==> config.mk <==
export PLATFORM = sky130hd
export DESIGN_NAME = writeback_unit
export DESIGN_NICKNAME = d
export VERILOG_FILES = /design/src/rtl/lc3b_types.sv /design/src/rtl/cc_gen.sv /design/src/rtl/writeback_unit.sv
export SDC_FILE = /design/constraint.sdc
export NUM_CORES = 1
export LEC_CHECK = 0
export CAP_MARGIN = 20
export CORE_MARGIN = 10
export CORE_UTILIZATION = 35
export DETAILED_ROUTE_END_ITERATION = 8
export PLACE_DENSITY = 0.73
export SLEW_MARGIN = 20
export SYNTH_ARGS = -nofsm -noshare
export SYNTH_HDL_FRONTEND = slang
export SYNTH_SLANG_ARGS = --single-unit
export TNS_END_PERCENT = 100
==> constraint.sdc <==
create_clock -name clk -period 1.8 [get_ports clk]
set_input_delay 0.36 -clock clk [delete_from_list [all_inputs] [get_ports clk]]
set_output_delay 0.36 -clock clk [all_outputs]
set_load 0.01 [all_outputs]
==> src/rtl/lc3b_types.sv <==
// Shared LC-3b pipeline types: word and condition-code types, writeback
// FSM states, regfile mux selects and a select-legality helper.
package lc3b_types;

  typedef logic [15:0] lc3b_word;
  typedef logic [2:0]  lc3b_nzp;

  typedef enum logic [1:0] {
    EMPTY = 2'd0,
    HOLD  = 2'd1,
    READY = 2'd2
  } wb_state_t;

  localparam logic [2:0] WB_SEL_DATA = 3'd0;
  localparam logic [2:0] WB_SEL_PC   = 3'd1;

  // Condition codes after reset: the architectural "zero" state.
  localparam lc3b_nzp NZP_RESET = 3'b010;

  // Only the data and PC mux inputs exist; every other select is reserved.
  function automatic logic wb_sel_legal(input logic [2:0] sel);
    return (sel == WB_SEL_DATA) || (sel == WB_SEL_PC);
  endfunction

endpackage

==> src/rtl/cc_gen.sv <==
// Condition-code generator: maps a 16-bit word to one-hot {n,z,p}.
// Purely combinational so any stage can reuse it.
module cc_gen
  import lc3b_types::*;
(
  input  logic [15:0] value,
  output lc3b_nzp     cc
);

  // Negative takes priority via the sign bit, then zero, else positive.
  always_comb begin
    cc = 3'b000;
    if (value[15]) begin
      cc = 3'b100;
    end else if (value == 16'h0000) begin
      cc = 3'b010;
    end else begin
      cc = 3'b001;
    end
  end

endmodule

==> src/rtl/writeback_unit.sv <==
// LC-3b writeback stage. Accepts one retiring instruction per handshake,
// waits in HOLD for a late data-memory response on loads, and presents the
// committing entry on the regfile write port for exactly one READY cycle.
// Optional build macro: WB_CC_BYPASS_EN forwards the freshly computed NZP
// combinationally during the commit cycle; without it nzp is the register.
module writeback_unit
  import lc3b_types::*;
(
  input  logic        clk,
  input  logic        reset_n,
  input  logic        mem_valid,
  output logic        wb_ready,
  input  logic [15:0] mem_ir,
  input  logic [15:0] mem_pc,
  input  logic [15:0] mem_alu,
  input  logic        mem_is_load,
  input  logic        mem_load_reg,
  input  logic        mem_load_cc,
  input  logic        mem_dest_r7,
  input  logic [2:0]  mem_wb_sel,
  input  logic        dmem_resp,
  input  logic [15:0] dmem_rdata,
  output logic        regfile_load,
  output logic [2:0]  wb_mux_sel,
  output logic        wb_dest_sel,
  output logic [15:0] wb_data,
  output logic [15:0] wb_pc,
  output logic [15:0] wb_ir,
  output logic [2:0]  nzp,
  output logic        wb_err
);

  wb_state_t state_q, state_d;

  // Pending load fields, held while waiting for the data-memory response.
  logic [15:0] pend_ir_q, pend_ir_d;
  logic [15:0] pend_pc_q, pend_pc_d;
  logic        pend_load_reg_q, pend_load_reg_d;
  logic        pend_load_cc_q, pend_load_cc_d;
  logic        pend_dest_r7_q, pend_dest_r7_d;
  logic [2:0]  pend_wb_sel_q, pend_wb_sel_d;

  // Committing entry; doubles as the registered regfile-port outputs so the
  // port holds its last values between commits.
  logic        regfile_load_q, regfile_load_d;
  logic [2:0]  wb_mux_sel_q, wb_mux_sel_d;
  logic        wb_dest_sel_q, wb_dest_sel_d;
  logic [15:0] wb_data_q, wb_data_d;
  logic [15:0] wb_pc_q, wb_pc_d;
  logic [15:0] wb_ir_q, wb_ir_d;
  logic        load_cc_q, load_cc_d;

  lc3b_nzp     nzp_q, nzp_d;
  logic        wb_err_q, wb_err_d;

  logic        xfer_s;
  logic        commit_legal_s;
  logic        commit_cc_en_s;
  logic [15:0] commit_value_s;
  lc3b_nzp     commit_cc_s;

  assign wb_ready = (state_q != HOLD);
  assign xfer_s   = mem_valid & wb_ready;

  // Next-state, capture and commit-entry selection for the writeback FSM.
  always_comb begin
    state_d         = state_q;
    pend_ir_d       = pend_ir_q;
    pend_pc_d       = pend_pc_q;
    pend_load_reg_d = pend_load_reg_q;
    pend_load_cc_d  = pend_load_cc_q;
    pend_dest_r7_d  = pend_dest_r7_q;
    pend_wb_sel_d   = pend_wb_sel_q;
    regfile_load_d  = 1'b0;
    wb_mux_sel_d    = wb_mux_sel_q;
    wb_dest_sel_d   = wb_dest_sel_q;
    wb_data_d       = wb_data_q;
    wb_pc_d         = wb_pc_q;
    wb_ir_d         = wb_ir_q;
    load_cc_d       = load_cc_q;

    case (state_q)
      EMPTY, READY: begin
        if (xfer_s) begin
          pend_ir_d       = mem_ir;
          pend_pc_d       = mem_pc;
          pend_load_reg_d = mem_load_reg;
          pend_load_cc_d  = mem_load_cc;
          pend_dest_r7_d  = mem_dest_r7;
          pend_wb_sel_d   = mem_wb_sel;
          if (!mem_is_load || dmem_resp) begin
            state_d        = READY;
            regfile_load_d = mem_load_reg & wb_sel_legal(mem_wb_sel);
            wb_mux_sel_d   = mem_wb_sel;
            wb_dest_sel_d  = mem_dest_r7;
            wb_data_d      = mem_is_load ? dmem_rdata : mem_alu;
            wb_pc_d        = mem_pc;
            wb_ir_d        = mem_ir;
            load_cc_d      = mem_load_cc;
          end else begin
            state_d = HOLD;
          end
        end else begin
          state_d = EMPTY;
        end
      end
      HOLD: begin
        if (dmem_resp) begin
          state_d        = READY;
          regfile_load_d = pend_load_reg_q & wb_sel_legal(pend_wb_sel_q);
          wb_mux_sel_d   = pend_wb_sel_q;
          wb_dest_sel_d  = pend_dest_r7_q;
          wb_data_d      = dmem_rdata;
          wb_pc_d        = pend_pc_q;
          wb_ir_d        = pend_ir_q;
          load_cc_d      = pend_load_cc_q;
        end else begin
          state_d = HOLD;
        end
      end
      default: begin
        state_d = EMPTY;
      end
    endcase
  end

  assign commit_legal_s = wb_sel_legal(wb_mux_sel_q);
  assign commit_value_s = (wb_mux_sel_q == WB_SEL_PC) ? wb_pc_q : wb_data_q;
  assign commit_cc_en_s = (state_q == READY) & load_cc_q & commit_legal_s;

  cc_gen u_cc_gen (
    .value (commit_value_s),
    .cc    (commit_cc_s)
  );

  // Condition-code and sticky-error updates at the end of a commit cycle.
  always_comb begin
    nzp_d    = nzp_q;
    wb_err_d = wb_err_q;
    if (commit_cc_en_s) begin
      nzp_d = commit_cc_s;
    end else begin
      nzp_d = nzp_q;
    end
    if ((state_q == READY) && !commit_legal_s) begin
      wb_err_d = 1'b1;
    end else begin
      wb_err_d = wb_err_q;
    end
  end

  // State, pending entry, commit entry and architectural CC registers.
  always_ff @(posedge clk or negedge reset_n) begin
    if (!reset_n) begin
      state_q         <= EMPTY;
      pend_ir_q       <= 16'h0000;
      pend_pc_q       <= 16'h0000;
      pend_load_reg_q <= 1'b0;
      pend_load_cc_q  <= 1'b0;
      pend_dest_r7_q  <= 1'b0;
      pend_wb_sel_q   <= 3'd0;
      regfile_load_q  <= 1'b0;
      wb_mux_sel_q    <= 3'd0;
      wb_dest_sel_q   <= 1'b0;
      wb_data_q       <= 16'h0000;
      wb_pc_q         <= 16'h0000;
      wb_ir_q         <= 16'h0000;
      load_cc_q       <= 1'b0;
      nzp_q           <= NZP_RESET;
      wb_err_q        <= 1'b0;
    end else begin
      state_q         <= state_d;
      pend_ir_q       <= pend_ir_d;
      pend_pc_q       <= pend_pc_d;
      pend_load_reg_q <= pend_load_reg_d;
      pend_load_cc_q  <= pend_load_cc_d;
      pend_dest_r7_q  <= pend_dest_r7_d;
      pend_wb_sel_q   <= pend_wb_sel_d;
      regfile_load_q  <= regfile_load_d;
      wb_mux_sel_q    <= wb_mux_sel_d;
      wb_dest_sel_q   <= wb_dest_sel_d;
      wb_data_q       <= wb_data_d;
      wb_pc_q         <= wb_pc_d;
      wb_ir_q         <= wb_ir_d;
      load_cc_q       <= load_cc_d;
      nzp_q           <= nzp_d;
      wb_err_q        <= wb_err_d;
    end
  end

  assign regfile_load = regfile_load_q;
  assign wb_mux_sel   = wb_mux_sel_q;
  assign wb_dest_sel  = wb_dest_sel_q;
  assign wb_data      = wb_data_q;
  assign wb_pc        = wb_pc_q;
  assign wb_ir        = wb_ir_q;
  assign wb_err       = wb_err_q;

`ifdef WB_CC_BYPASS_EN
  // A branch in decode sees the new CC already in the commit cycle.
  assign nzp = commit_cc_en_s ? commit_cc_s : nzp_q;
`else
  assign nzp = nzp_q;
`endif

endmodule

==> flow_summary.toml <==
[synth]
synth_nets = 452
yosys-top-cells-area = "dfrtp_1 52%, mux2_4 19%, mux2_2 11%"
syn_inst = 377
synth-seq-cells = 98
synth_top_area_share_pct = 51.8
synth_cell_types = 31
synth.cell_area_um2 = 4680
yosysWarnings = 0
seq_area_frac_synth_pct = 52.4
avgSynthCellArea_um2 = 12.4
yosys.area.top_type = "dfrtp_1"

[routing]
wl_per_cell_um = 17.9
drc = 0
routed_wirelength_um = 12500
vias = 3332
first_pass_iters = 4
ant_nets = 0
drt_iter0_drc = 164
vias_per_cell = 4.75

[cells_and_area]
area_delta_synth_final_pct = 42.9
utilization_pct = 50.7
fin_cells = 701
postLayoutCellArea_um2 = 6690
fin_nets = 595
drive_above_1_share_pct = 27.9
nFillCells = 1147

[critical_path]
worstPathArrival_ps = 1390
end_kind = "output port"
crit_path_cell_trace = "clkdlybuf4s50_1"
cp_slowest_cell = "clkdlybuf4s50_1"
cpPeakStageDelay_ps = 600
startpoint_type = "flop"
required_ps = 1440
critPathTopFamily = "buffers and inverters"
critical_path_buf_inv_count = 1
critPathKind = "reg -> out"
cp_max_fo = 6

[placed_design]
place_area_um2 = 6310
place_inst = 680
dp_hpwl_um = 9090
place_congestion = 0.725
port_buffers = 132

[timing]
whs_ps = 471
setup_viol = 0
fin_worst_skew_ps = 6.50
worst_pin_slew_ps = 475
fin_crit_sh_pct = 97.1
slew_headroom_pct = 68.3
hold_viol = 0
fmax_mhz = 572
rsz0062_at_grt = "false"
min_period_ps = 1750
slew_violations = 0

[pwr]
ir_worst_vdd_v = 0.000439
swShare_pct = 26.1
power.internal_mw = 5.06
pwr-share-seq_pct = 41.7
powerDensity_nw_per_um2 = 1020
switching_power_mw = 1.78
p_leak_nw = 3.03
comb_power_share_pct = 27.8
clkPwrFrac_pct = 30.4

[clock_tree]
ctsHtreeMaxLevel = 3
clkLatencyLatePin_ps = 340
clock-sinks = 98
cts_root_buf = "clkbuf_16"
path_clk_slew_ps = 60
cts_buffer_depth = 2
numCtsBuffers = 9
cts_tree = "built"

[global_routing]
antenna_found_initial = 0
gr-total-overflow = 0
grt_util_all_layers_pct = 13.6
grt_max_degree = 41
grt_pass1_vias = 3709
grt_pass1_wl_um = 19700

[hold_path]
hold_path.class = "reg -> reg"

[floorplanning]
ioPinCount = 133
row_count = 42
dieArea_um2 = 18400
initial_utilization_pct = 35.5
fp.dieH_um = 136
core_um2 = 13200
die_w_um = 136

[flow_run]
maxCapViolCount = 0

[run_status]
status = "complete, no violations"
cells in the mapped netlist, drive strengths merged:
| library cell | instances |
|---|---|
| nand2 | 116 |
| mux2 | 106 |
| dfrtp | 97 |
| buf | 13 |
| nor4 | 10 |
| clkbuf | 7 |
| nor2 | 4 |
| o21ai | 3 |
| inv | 2 |
| nand2b | 2 |
| nand4 | 2 |
| nor2b | 2 |
| a211o | 1 |
| a21oi | 1 |
| a221o | 1 |
| and2 | 1 |
| dfstp | 1 |
| mux2i | 1 |
| nand3 | 1 |
| nand4b | 1 |
| nor3 | 1 |
| nor4b | 1 |
| o2111ai | 1 |
| o21bai | 1 |
| o31ai | 1 |
final timing paths:
path / cells after the start / endpoint / slack [ps] / startpoint
setup / recovery: 1 / wb_data[15] / 50 / wb_data[15]
hold / removal: 2 / pend_pc_q[11] / 470 / pend_pc_q[11]
setup reg to reg: 4 / wb_ir[15] / 120 / state_q[0]
hold reg to reg: 2 / pend_pc_q[11] / 470 / pend_pc_q[11]
max in group asynchronous: 3 / wb_pc[11] / 700 / reset_n
min in group asynchronous: 2 / wb_ir[9] / 520 / reset_n
power by group through the flow:
stage | sequential (mW) | clock [mW] | combinational [mW]
2_1_floorplan | 2.95 | 0 | 0.796
3_3_place_gp | 2.87 | 0 | 1.87
3_5_place_dp | 2.89 | 0 | 1.91
4_1_cts | 2.85 | 2.14 | 1.93
5_1_grt | 2.90 | 2.23 | 2.04
6_report | 2.85 | 2.08 | 1.90
cell families (layout without fill, tap and decap cells):
| group | Yosys count | count (layout) | share of synthesized area (%) |
|---|---|---|---|
| flip-flops | 98 | 98 | 52.4 |
| AO/OA/AOI/OAI | 9 | 9 | 1.50 |
| multiplexers | 107 | 107 | 30.4 |
| buffers and inverters | 22 | 169 | 2.99 |
| AND/OR/NAND/NOR | 141 | 141 | 12.7 |
| other | 0 | 1 | 0 |
flip-flops by register name (all words and copies together) (netlist names), 2 cells and up:
name,count
wb_ir,16
wb_data,16
pend_wb_sel_q,3
wb_mux_sel,3
wb_pc,16
pend_pc_q,16
nzp,3
state_q,2
pend_ir_q,16
metal layers:
metal	vias up	routed length [um]	track usage, %
met3	13	1150	5.71
li1	1569	-	-
met4	0	172	4.67
met5	-	0	0
met1	1645	5350	15.8
met2	105	5870	21.9
through the flow:
stage          total power, mW  setup WS, ps  setup TNS [ps]
2_1_floorplan             3.75           137               0
3_3_place_gp              4.74          -178           -5190
3_5_place_dp              4.80          -214           -7160
4_1_cts                   6.92          25.2               0
5_1_grt                   7.18          4.94               0
6_report                  6.84          51.3               0
timing repair:
| action | CTS | global route |
|---|---|---|
| cloned | 0 | 1 |
| setup endpoints to repair | 3 | 2 |
| hold endpoints to repair | 30 | 0 |
| hold buffers | 1 | 0 |
| pin swaps | 0 | 1 |
| gates resized for setup | 2 | 0 |
| buffers inserted | 2 | 2 |
placed cells by master (no fill, tap or decap), drive strengths merged, types with 2 or more instances in the layout:
cell / instances
mux2: 106
dfrtp: 97
o21ai: 3
nand2: 116
nor4: 10
inv: 2
buf: 19
nor2b: 2
nor2: 4
clkbuf: 14
nand2b: 2
bufinv: 2
dlygate4sd2: 2
clkdlybuf4s50: 129
nand4: 2
tightest hold or removal path, cell delays in order, from the launching register on:
cell     delay [ps]
dfrtp_1         340
nand2_1          50
nand2_1          50
cell type report:
class                   instances  area [um2]  area share (%)
flip-flops and latches         98        2450            36.7
clock inverters                 2        60.1           0.898
multi-input cells             257        2110            31.6
diodes                          1        2.50          0.0374
repair buffers                152        1570            23.5
clock buffers                  13         260            3.89
well taps                     176         220            3.29
inverters                       2        7.51           0.112
Note: power is estimated with default switching activity, not from simulation.
==> RTL change, RTL diff (same flow settings) <==
Re-encode `wb_state_t` (3 states) as one-hot, 3 bits wide.
--- a/src/rtl/lc3b_types.sv
+++ b/src/rtl/lc3b_types.sv
@@ -5,10 +5,10 @@
   typedef logic [15:0] lc3b_word;
   typedef logic [2:0]  lc3b_nzp;
 
-  typedef enum logic [1:0] {
-    EMPTY = 2'd0,
-    HOLD  = 2'd1,
-    READY = 2'd2
+  typedef enum logic [2:0] {
+    EMPTY = 3'b001,
+    HOLD  = 3'b010,
+    READY = 3'b100
   } wb_state_t;
 
   localparam logic [2:0] WB_SEL_DATA = 3'd0;
Function: same outputs for any inputs over 4 cycles, from zero or initial values and one cycle with reset_n low; so few cycles prove little.
==> RTL change against the unedited design <==
Sequential cell count increased by 1. Wire length shrank 1.2%. Count of clock-buffer cells in the layout stayed put. The flow now finishes with violations (setup timing). Setup slack worse by 0.18 ns. Cell area is essentially flat. Synthesized area is 4.6% lower. Utilization is 2.5 points higher.
Power is not compared: it rests on default switching activity, and its combinational part moved more than twofold at a synthesized area within 25%.
==> RTL change: results (changes against the unedited design) <==
* Outcome: finished, violations left
* Failing checks: setup timing
* Vias per cell at 4.79 (+0.67%)
* Pre-Repair DR Iteration Count at 4 (unchanged)
* IO Port Bufs at 132 (unchanged)
* Antenna violations before repair at 0 (unchanged)
* Num CTS Buffers at 9 (unchanged)
* Routed wire per std cell at 17.5 µm (-2.1%)
* Synth Warn # at 0 (unchanged)
* Detail Placement HPWL at 8920 µm (-1.8%)
* CP max-delay cell: dfstp_2
* Initial DRC count at 180 (+9.8%)
* Leak at 2.94 nW
* Gr usage total at 13.6% (+0.066 points)
* GPL Wtd Cong at 0.755 (+4.1%)
* Vias at 3383 (+1.5%)
* Worst setup margin at -0.131 ns (-0.182 ns)
* Top delay family on crit path: flip-flops
* Clock Latency Late Sink at 0.34 ns (about the same)
* Setup TNS Final at -4.59 ns (-4.59 ns)
* Synth area leaders: dfrtp_1 (54%), mux2_2 (26%), nand2_1 (9.9%), nor4_1 (1.3%), dfstp_2 (1.2%)
* Placed Instances at 687 (+1.0%)
* Ant. Diodes at 0 (-1)
* Clock-pin transition on the worst setup and hold timing paths at 0.06 ns (about the same)
* Xor and xnor fraction of the mapped netlist area at 0.196% (+0.20 points)
* Worst slew margin at 67.8% (-0.47 points)
* Largest net degree at the start of global routing at 70 (+71%)
* Critical Path AT at 2.15 ns (+0.76 ns)
* Distinct cells, synth at 29 (-6.5%)
* Sequential area share after synthesis at 55.5% (+3.1 points)
* Clock Skew at 0.00785 ns (+0.00135 ns)
* DP Worst Slack at -0.284 ns (-0.0695 ns)
* Post-synth top cells: nand2_1 (118), mux2_2 (103), dfrtp_1 (97)
* Post-synthesis mux area share at 27.0% (-3.5 points)
* Post-CTS setup buffer count at 2 (unchanged)
* Crit Path Max Fanout at 6 (unchanged)
* Area after DPL at 0.00618 mm² (-2.1%)
* Largest stage delay on the critical path at 0.62 ns (+0.02 ns)
* Synth Area in Compound Gates at 1.37% (-0.12 points)
* Resized cells post-CTS at 6 (+4)
* Hold Crit Class: in2async
* H-tree levels at 3 (unchanged)
* Vias in the first global route at 3733 (+0.65%)
* P_sw at 3.45 mW
* Setup violators final at 54 (+54)
* Post-Syn Nets at 456 (+0.88%)
* Share of post-route cells with drive strength above 1 at 29.2% (+1.3 points)
* First-pass GRT wire length at 19700 µm (about the same)
* Fin nets at 606 (+1.8%)
* Synth Register Bits at 99 (+1.0%)
* Mapped Cells at 381 (+1.1%)
RTL change: changes by cell type in the layout (fill, tap and decap cells not counted), sizes merged, moves of 2 or more:
cell,unedited run,this run
or3b,0,2
nand2b,2,0
nor3b,0,3
buf,19,25
nand2,116,118
bufinv,2,0
nor2,4,6
RTL change: kinds of logic (layout without fill, tap and decap cells):
logic type | Yosys count | count (layout)
flops | 99 | 99
xor+xnor | 1 | 1
simple gates | 145 | 145
compound gates | 9 | 9
buf+inv | 20 | 174
mux | 107 | 107
RTL change: per-layer routing:
metal | vias up | part of all wire (%) | global-route usage [%]
met4 | 0 | 1.8 | 4.83
met1 | 1666 | 42 | 15.8
met3 | 19 | 6.7 | 4.24
li1 | 1602 | - | -
met5 | - | 0 | 0
met2 | 96 | 49 | 23.2
RTL change: area by class of cell:
type                       count  area, µm²
inverter                       1       3.75
tap                          172        215
fill                        1094       5880
timing repair buffer         158       1680
clock buffer                  13        250
multi-input combinational    262       2050
clock inverter                 2       12.5
sequential                    99       2480
RTL change: power by group through the flow:
stage	sequential, mW	clock, mW	combinational (mW)
final	4.10	1.76	4.63
after global placement	4.05	0	4.19
after floorplan	4.22	0	1.94
after CTS	4.09	1.81	4.49
after global routing	4.26	1.90	5.02
after detailed placement	4.11	0	4.32
RTL change: final timing paths:
| kind | from | endpoint | slack (ns) | depth (start not counted) |
|---|---|---|---|---|
| setup / recovery | state_q[0] | wb_data[10] | -0.13 | 5 |
| hold / removal | reset_n | pend_pc_q[12] | 0.03 | 2 |
| setup reg to reg | state_q[0] | wb_data[10] | -0.13 | 5 |
| hold reg to reg | pend_wb_sel_q[0] | pend_wb_sel_q[0] | 0.47 | 2 |
| max in group asynchronous | reset_n | nzp[1] | 1.42 | 2 |
| min in group clk | pend_wb_sel_q[0] | pend_wb_sel_q[0] | 0.47 | 2 |
